`src/rtl/scarv_soc_dbg_master_if.sv`:
```
`default_nettype none
// ============================================================================
// Module   : scarv_soc_dbg_master_if
// Brief    : Byte-stream (rx/tx) and memory-initiator bundle for the debug
//            bus master.
// Revision : 1.0
// ============================================================================
interface scarv_soc_dbg_master_if;
    logic        rx_valid;
    logic [7:0]  rx_data;
    logic        rx_ready;
    logic        tx_valid;
    logic [7:0]  tx_data;
    logic        tx_ready;
    logic        mem_req;
    logic        mem_gnt;
    logic        mem_wen;
    logic [3:0]  mem_strb;
    logic [31:0] mem_addr;
    logic [31:0] mem_wdata;
    logic        mem_recv;
    logic        mem_ack;
    logic        mem_error;
    logic [31:0] mem_rdata;

    modport master (
        input  rx_valid, rx_data,
        output rx_ready,
        output tx_valid, tx_data,
        input  tx_ready,
        output mem_req, mem_wen, mem_strb, mem_addr, mem_wdata, mem_ack,
        input  mem_gnt, mem_recv, mem_error, mem_rdata
    );

    modport slave (
        output rx_valid, rx_data,
        input  rx_ready,
        input  tx_valid, tx_data,
        output tx_ready,
        input  mem_req, mem_wen, mem_strb, mem_addr, mem_wdata, mem_ack,
        output mem_gnt, mem_recv, mem_error, mem_rdata
    );
endinterface
`default_nettype wire

```
`src/rtl/scarv_soc_dbg_master.sv`:
```
`default_nettype none
// ============================================================================
// Module   : scarv_soc_dbg_master
// Brief    : Parses W/R command frames from a byte stream and issues single
//            word memory transactions, returning read data and status bytes.
// Revision : 1.0
// ============================================================================
module scarv_soc_dbg_master #(
    parameter logic [7:0] CMD_WRITE = 8'h57,
    parameter logic [7:0] CMD_READ  = 8'h52,
    parameter logic [7:0] ST_OK     = 8'h00,
    parameter logic [7:0] ST_BUSERR = 8'h01,
    parameter logic [7:0] ST_BADCMD = 8'hEE
) (
    input  wire logic              f_clk,
    input  wire logic              g_resetn,
    scarv_soc_dbg_master_if.master bus,
    output logic                   busy
);

    typedef enum logic [2:0] {
        S_IDLE = 3'd0,
        S_ADDR = 3'd1,
        S_DATA = 3'd2,
        S_REQ  = 3'd3,
        S_RSP  = 3'd4,
        S_TXD  = 3'd5,
        S_TXS  = 3'd6
    } state_t;

    state_t      r_state;
    logic        r_is_write;
    logic [1:0]  r_cnt;
    logic [31:0] r_addr;
    logic [31:0] r_wdata;
    logic [23:0] r_rdata;
    logic        r_err;
    logic        r_rx_ready;
    logic        r_tx_valid;
    logic [7:0]  r_tx_data;
    logic        r_mem_req;
    logic        r_mem_ack;
    logic        r_busy;

    logic        w_rx_fire;
    logic        w_tx_fire;

    assign w_rx_fire = bus.rx_valid & r_rx_ready;
    assign w_tx_fire = r_tx_valid & bus.tx_ready;

    always_ff @(posedge f_clk or negedge g_resetn) begin
        if (!g_resetn) begin
            r_state    <= S_IDLE;
            r_is_write <= 1'b0;
            r_cnt      <= 2'd0;
            r_addr     <= 32'h0;
            r_wdata    <= 32'h0;
            r_rdata    <= 24'h0;
            r_err      <= 1'b0;
            r_rx_ready <= 1'b1;
            r_tx_valid <= 1'b0;
            r_tx_data  <= 8'h00;
            r_mem_req  <= 1'b0;
            r_mem_ack  <= 1'b0;
            r_busy     <= 1'b0;
        end else begin
            case (r_state)
                S_IDLE: begin
                    if (w_rx_fire) begin
                        r_busy <= 1'b1;
                        if (bus.rx_data == CMD_WRITE || bus.rx_data == CMD_READ) begin
                            r_is_write <= (bus.rx_data == CMD_WRITE);
                            r_cnt      <= 2'd0;
                            r_state    <= S_ADDR;
                        end else begin
                            r_rx_ready <= 1'b0;
                            r_tx_valid <= 1'b1;
                            r_tx_data  <= ST_BADCMD;
                            r_state    <= S_TXS;
                        end
                    end
                end
                // Fields arrive LSB first, so shift each byte in from the top.
                S_ADDR: begin
                    if (w_rx_fire) begin
                        r_addr <= {bus.rx_data, r_addr[31:8]};
                        r_cnt  <= r_cnt + 2'd1;
                        if (r_cnt == 2'd3) begin
                            if (r_is_write) begin
                                r_state <= S_DATA;
                            end else begin
                                r_rx_ready <= 1'b0;
                                r_mem_req  <= 1'b1;
                                r_state    <= S_REQ;
                            end
                        end
                    end
                end
                S_DATA: begin
                    if (w_rx_fire) begin
                        r_wdata <= {bus.rx_data, r_wdata[31:8]};
                        r_cnt   <= r_cnt + 2'd1;
                        if (r_cnt == 2'd3) begin
                            r_rx_ready <= 1'b0;
                            r_mem_req  <= 1'b1;
                            r_state    <= S_REQ;
                        end
                    end
                end
                S_REQ: begin
                    if (bus.mem_gnt) begin
                        r_mem_req <= 1'b0;
                        r_mem_ack <= 1'b1;
                        r_state   <= S_RSP;
                    end
                end
                // Byte 0 of read data goes straight to tx; only the upper 24 bits are kept.
                S_RSP: begin
                    if (bus.mem_recv) begin
                        r_mem_ack  <= 1'b0;
                        r_err      <= bus.mem_error;
                        r_rdata    <= bus.mem_rdata[31:8];
                        r_tx_valid <= 1'b1;
                        if (r_is_write) begin
                            r_tx_data <= bus.mem_error ? ST_BUSERR : ST_OK;
                            r_state   <= S_TXS;
                        end else begin
                            r_tx_data <= bus.mem_rdata[7:0];
                            r_cnt     <= 2'd0;
                            r_state   <= S_TXD;
                        end
                    end
                end
                S_TXD: begin
                    if (w_tx_fire) begin
                        r_cnt <= r_cnt + 2'd1;
                        if (r_cnt == 2'd3) begin
                            r_tx_data <= r_err ? ST_BUSERR : ST_OK;
                            r_state   <= S_TXS;
                        end else begin
                            r_tx_data <= r_rdata[7:0];
                            r_rdata   <= {8'h00, r_rdata[23:8]};
                        end
                    end
                end
                S_TXS: begin
                    if (w_tx_fire) begin
                        r_tx_valid <= 1'b0;
                        r_rx_ready <= 1'b1;
                        r_busy     <= 1'b0;
                        r_state    <= S_IDLE;
                    end
                end
                default: begin
                    r_state <= S_IDLE;
                end
            endcase
        end
    end

    assign bus.rx_ready  = r_rx_ready;
    assign bus.tx_valid  = r_tx_valid;
    assign bus.tx_data   = r_tx_data;
    assign bus.mem_req   = r_mem_req;
    assign bus.mem_wen   = r_is_write;
    assign bus.mem_strb  = 4'hF;
    assign bus.mem_addr  = {r_addr[31:2], 2'b00};
    assign bus.mem_wdata = r_wdata;
    assign bus.mem_ack   = r_mem_ack;
    assign busy          = r_busy;

endmodule
`default_nettype wire

```
`src/flat_wrapper.sv`:
```
// flat-port wrapper written by rule: the top's interface ports become plain ports
module scarv_soc_dbg_master_flat 
#(
    parameter logic [7:0] CMD_WRITE = 8'h57,
    parameter logic [7:0] CMD_READ  = 8'h52,
    parameter logic [7:0] ST_OK     = 8'h00,
    parameter logic [7:0] ST_BUSERR = 8'h01,
    parameter logic [7:0] ST_BADCMD = 8'hEE
)
  (f_clk, g_resetn, busy, bus_rx_valid, bus_rx_data, bus_rx_ready, bus_tx_valid, bus_tx_data, bus_tx_ready, bus_mem_req, bus_mem_wen, bus_mem_strb, bus_mem_addr, bus_mem_wdata, bus_mem_ack, bus_mem_gnt, bus_mem_recv, bus_mem_error, bus_mem_rdata);
  scarv_soc_dbg_master_if bus_i ();
  input  wire logic f_clk;
  input  wire logic g_resetn;
  output logic busy;
  input wire logic [$bits(bus_i.rx_valid)-1:0] bus_rx_valid;
  input wire logic [$bits(bus_i.rx_data)-1:0] bus_rx_data;
  output wire logic [$bits(bus_i.rx_ready)-1:0] bus_rx_ready;
  output wire logic [$bits(bus_i.tx_valid)-1:0] bus_tx_valid;
  output wire logic [$bits(bus_i.tx_data)-1:0] bus_tx_data;
  input wire logic [$bits(bus_i.tx_ready)-1:0] bus_tx_ready;
  output wire logic [$bits(bus_i.mem_req)-1:0] bus_mem_req;
  output wire logic [$bits(bus_i.mem_wen)-1:0] bus_mem_wen;
  output wire logic [$bits(bus_i.mem_strb)-1:0] bus_mem_strb;
  output wire logic [$bits(bus_i.mem_addr)-1:0] bus_mem_addr;
  output wire logic [$bits(bus_i.mem_wdata)-1:0] bus_mem_wdata;
  output wire logic [$bits(bus_i.mem_ack)-1:0] bus_mem_ack;
  input wire logic [$bits(bus_i.mem_gnt)-1:0] bus_mem_gnt;
  input wire logic [$bits(bus_i.mem_recv)-1:0] bus_mem_recv;
  input wire logic [$bits(bus_i.mem_error)-1:0] bus_mem_error;
  input wire logic [$bits(bus_i.mem_rdata)-1:0] bus_mem_rdata;
  assign bus_i.rx_valid = bus_rx_valid;
  assign bus_i.rx_data = bus_rx_data;
  assign bus_rx_ready = bus_i.rx_ready;
  assign bus_tx_valid = bus_i.tx_valid;
  assign bus_tx_data = bus_i.tx_data;
  assign bus_i.tx_ready = bus_tx_ready;
  assign bus_mem_req = bus_i.mem_req;
  assign bus_mem_wen = bus_i.mem_wen;
  assign bus_mem_strb = bus_i.mem_strb;
  assign bus_mem_addr = bus_i.mem_addr;
  assign bus_mem_wdata = bus_i.mem_wdata;
  assign bus_mem_ack = bus_i.mem_ack;
  assign bus_i.mem_gnt = bus_mem_gnt;
  assign bus_i.mem_recv = bus_mem_recv;
  assign bus_i.mem_error = bus_mem_error;
  assign bus_i.mem_rdata = bus_mem_rdata;
  scarv_soc_dbg_master #(.CMD_WRITE(CMD_WRITE), .CMD_READ(CMD_READ), .ST_OK(ST_OK), .ST_BUSERR(ST_BUSERR), .ST_BADCMD(ST_BADCMD)) u_core (.f_clk(f_clk), .g_resetn(g_resetn), .bus(bus_i), .busy(busy));
endmodule
```
`config.mk`:
```
export PLATFORM = sky130hd
export DESIGN_NAME = scarv_soc_dbg_master_flat
export DESIGN_NICKNAME = d
export VERILOG_FILES = /design/src/rtl/scarv_soc_dbg_master_if.sv /design/src/rtl/scarv_soc_dbg_master.sv /design/src/flat_wrapper.sv
export SDC_FILE = /design/constraint.sdc
export NUM_CORES = 1
export LEC_CHECK = 0
export CAP_MARGIN = 40
export CORE_ASPECT_RATIO = 1.25
export CORE_MARGIN = 4
export CORE_UTILIZATION = 44
export DETAILED_ROUTE_END_ITERATION = 10
export PLACE_DENSITY = 0.87
export RECOVER_POWER = 25
export SLEW_MARGIN = 20
export SYNTH_ARGS = -nofsm -noshare
export SYNTH_HDL_FRONTEND = slang
export SYNTH_SLANG_ARGS = --single-unit
export TNS_END_PERCENT = 5
```
`constraint.sdc`:
```
create_clock -name f_clk -period 1.7 [get_ports f_clk]
set_clock_uncertainty 0.05 [all_clocks]
set_input_delay 0.34 -clock f_clk [delete_from_list [all_inputs] [get_ports f_clk]]
set_output_delay 0.34 -clock f_clk [all_outputs]
set_load 0.01 [all_outputs]
```
==> impl_metrics.ini <==
[timing]
finalHoldViolCount = 0
grt_setup_unrepaired = yes
post-route-worst-setup-slack_ps = -63.5
post-route-min-period_ps = 1760
setup_viol = 18
worst_pin_slew_ps = 822
maxSlewViolCount = 0
max_freq_mhz = 567
hold_slack_ps = 338
finalSetupTns_ps = -441
fin_crit_sh = 1.04
relSlewSlack = 0.452

[global_routing]
use_met1 = 0.245
grt_util_met2 = 0.359
grt_pass1_wl_um = 19300
grtUsageTotal = 0.201
grt_max_degree = 41
grt_remaining_overflow = 0
grt_pass1_vias = 3647
antenna_found_initial = 0
busiest_layer = met2
grt_use_met3 = 0.0336

[worst_setup_path]
path_delay_family = flip-flops
worstPathRequired_ps = 1880
crit_fanout = 8
endpoint = u_core.bus.mem_wdata[14]
startpoint = u_core.bus.rx_ready
crit_slowest_cell = dfstp_2
crit_chain = nand3b_1 > buf_6 > nor2_4 > clkbuf_16 > mux2_2
max_stage_delay_ps = 530
end_kind = register
r2r_slack_ps = -60
r2r_start = u_core.bus.rx_ready
path_depth = 5
r2r-end = u_core.bus.mem_wdata[14]
r2r_cells = 5
startpoint_type = register
crit_type = register to register
cp_num_buf_inv = 2
critPathArrivalTime_ps = 1940

[cts]
clkSinkCount = 106
clkTransAtPathRegs_ps = 80
cts_tree = built
cts_buffer_depth = 2
htreeDepth = 3
cts_root_buffer = clkbuf_16
numCtsBuffers = 9
clock_latency_ps = 350

[place]
gp_congestion = 0.848
dp.cells = 636
place.port_buffers = 122
dpl_worst_slack_ps = -531
dp_hpwl_um = 8910
placed_area_um2 = 6360

[synth]
syn-cell-area_um2 = 4700
synth_compound_area_frac = 0.101
ys_seq_area_frac = 0.564
synthAdderAreaFrac = 0.00266
synth_seq_cells = 106
synth_cell_types = 51
postSynthCellCount = 366
synthFlopType = dfrtp_1
yosys.area_share.simple = 0.0816
synth.area.mux_share = 0.209
avgSynthCellArea_um2 = 12.9
synth_warnings = 0
synth_top_family_by_area = multiplexers
synthArstFlopShare = 1.00
synth-edff-count = 0
synth-xor-area-share = 0.00346

[finish]
final_cell_mix = dfrtp_1, clkdlybuf4s50_1, mux2_2
num_antenna_cells = 0
postLayoutCellArea_um2 = 7070
layout_commonest_cell = dfrtp_1
areaGrowthSynthToFinish_pct = 50.2
final_cells = 666
drive_gt1_frac = 0.309
fill_cells = 704
num-nets-final = 580

[route]
dr.pass1.iters = 4
routed_wl_um = 13500
wl_per_cell_um = 20.3
drc = 0
via_per_inst = 5.36
drt-initial-drc-count = 238
drtAntennaViolNets = 0
num_vias = 3568

[run_status]
status = finished with violations
violations = setup timing

[min_path]
hold_path.class = input pin to register
hold_depth = 2

[floorplanning]
core_um2 = 10300
rows = 41
die-height_um = 124
die_w_um = 100
ios = 129
start_util = 0.459
die_area_um2 = 12400

[pwr]
ir_worst_vdd_mv = 0.908
leakage_uw = 0.00370
power_density_nw_per_um2 = 1600

[flow_run]
maxCapViolations = 0
==> how the worst min path moves through the flow <==
stage                   start                        to  slack, ps
2_1_floorplan        g_resetn        u_core.bus.mem_ack         -6
3_3_place_gp         g_resetn        u_core.r_rdata[11]        260
3_5_place_dp         g_resetn        u_core.r_rdata[11]        270
4_1_cts        bus_rx_data[1]  u_core.bus.mem_wdata[25]        340
5_1_grt        bus_rx_data[7]  u_core.bus.mem_wdata[31]        360
6_report       bus_rx_data[1]  u_core.bus.mem_wdata[25]        340
==> flip-flops by register name, summed over array words and instances, names as in the netlist <==
signal                cells
u_core.bus.mem_ack        1
u_core.bus.mem_req        1
u_core.bus.mem_wdata     32
u_core.bus.mem_wen        1
u_core.bus.rx_ready       1
u_core.bus.tx_data        8
u_core.bus.tx_valid       1
u_core.busy               1
u_core.r_addr            30
u_core.r_cnt              2
u_core.r_err              1
u_core.r_rdata           24
u_core.r_state            3
==> synth_stat cells (all sizes together), types with 2 or more instances <==
cell,n,area share
a22o,8,0.015
a211oi,3,0.0048
buf,21,0.027
dfrtp,105,0.56
o21ai,19,0.020
nand3,8,0.0085
mux2,72,0.17
o41ai,3,0.0056
a221o,7,0.015
a21oi,8,0.0085
nand4b,4,0.0074
inv,5,0.0040
conb,2,0.0016
nand2,22,0.018
nand2b,6,0.0080
nor2,13,0.011
nor2b,4,0.0053
nor3,2,0.0021
nand3b,2,0.0032
nand4,2,0.0059
mux2i,17,0.036
clkbuf,7,0.0056
a31oi,2,0.0027
==> routing by layer <==
metal  up-vias  wire, µm
met5         -         0
li1       1658         -
met4         0       399
met2       113      7370
met1      1765      5140
met3        32       604
==> report_power, final <==
| part | switching, µW | internal [µW] | total (µW) |
|---|---|---|---|
| clock | 1010 | 1070 | 2080 |
| combinational | 2160 | 2840 | 5000 |
| sequential | 753 | 3500 | 4250 |
==> through the flow <==
step                total power (µW)   util
finish                         11300  0.689
global route                   11900  0.689
CTS                            10700  0.652
detailed placement              8690  0.620
global placement                8480  0.620
floorplan                       6290      -
==> what timing repair did <==
item / in CTS / in global routing
setup buffers: 2 / 7
endpoints found under the setup margin: 93 / 114
gates cloned: 0 / 4
gates resized for setup: 26 / 75
endpoints found under the hold margin: 26 / 0
hold buffers: 1 / 0
pin swaps: 7 / 6
==> cells by family after synthesis <==
group                    after synthesis
AO/OA/AOI/OAI                         64
XOR/XNOR                               1
adder cells (fa/ha/maj)                1
buffers and inverters                 33
flip-flops                           106
multiplexers                          89
other                                  2
AND/OR/NAND/NOR                       70
==> cell type report <==
type | instances | area, µm² | share of cell area
sequential | 106 | 2660 | 0.376
multi-input combinational | 231 | 2080 | 0.294
timing repair buffer | 179 | 1860 | 0.263
clock buffer | 10 | 239 | 0.0338
tap | 129 | 161 | 0.0228
clock inverter | 6 | 56.3 | 0.00797
inverter | 5 | 18.8 | 0.00266
Power figures use the tool's default switching activity.
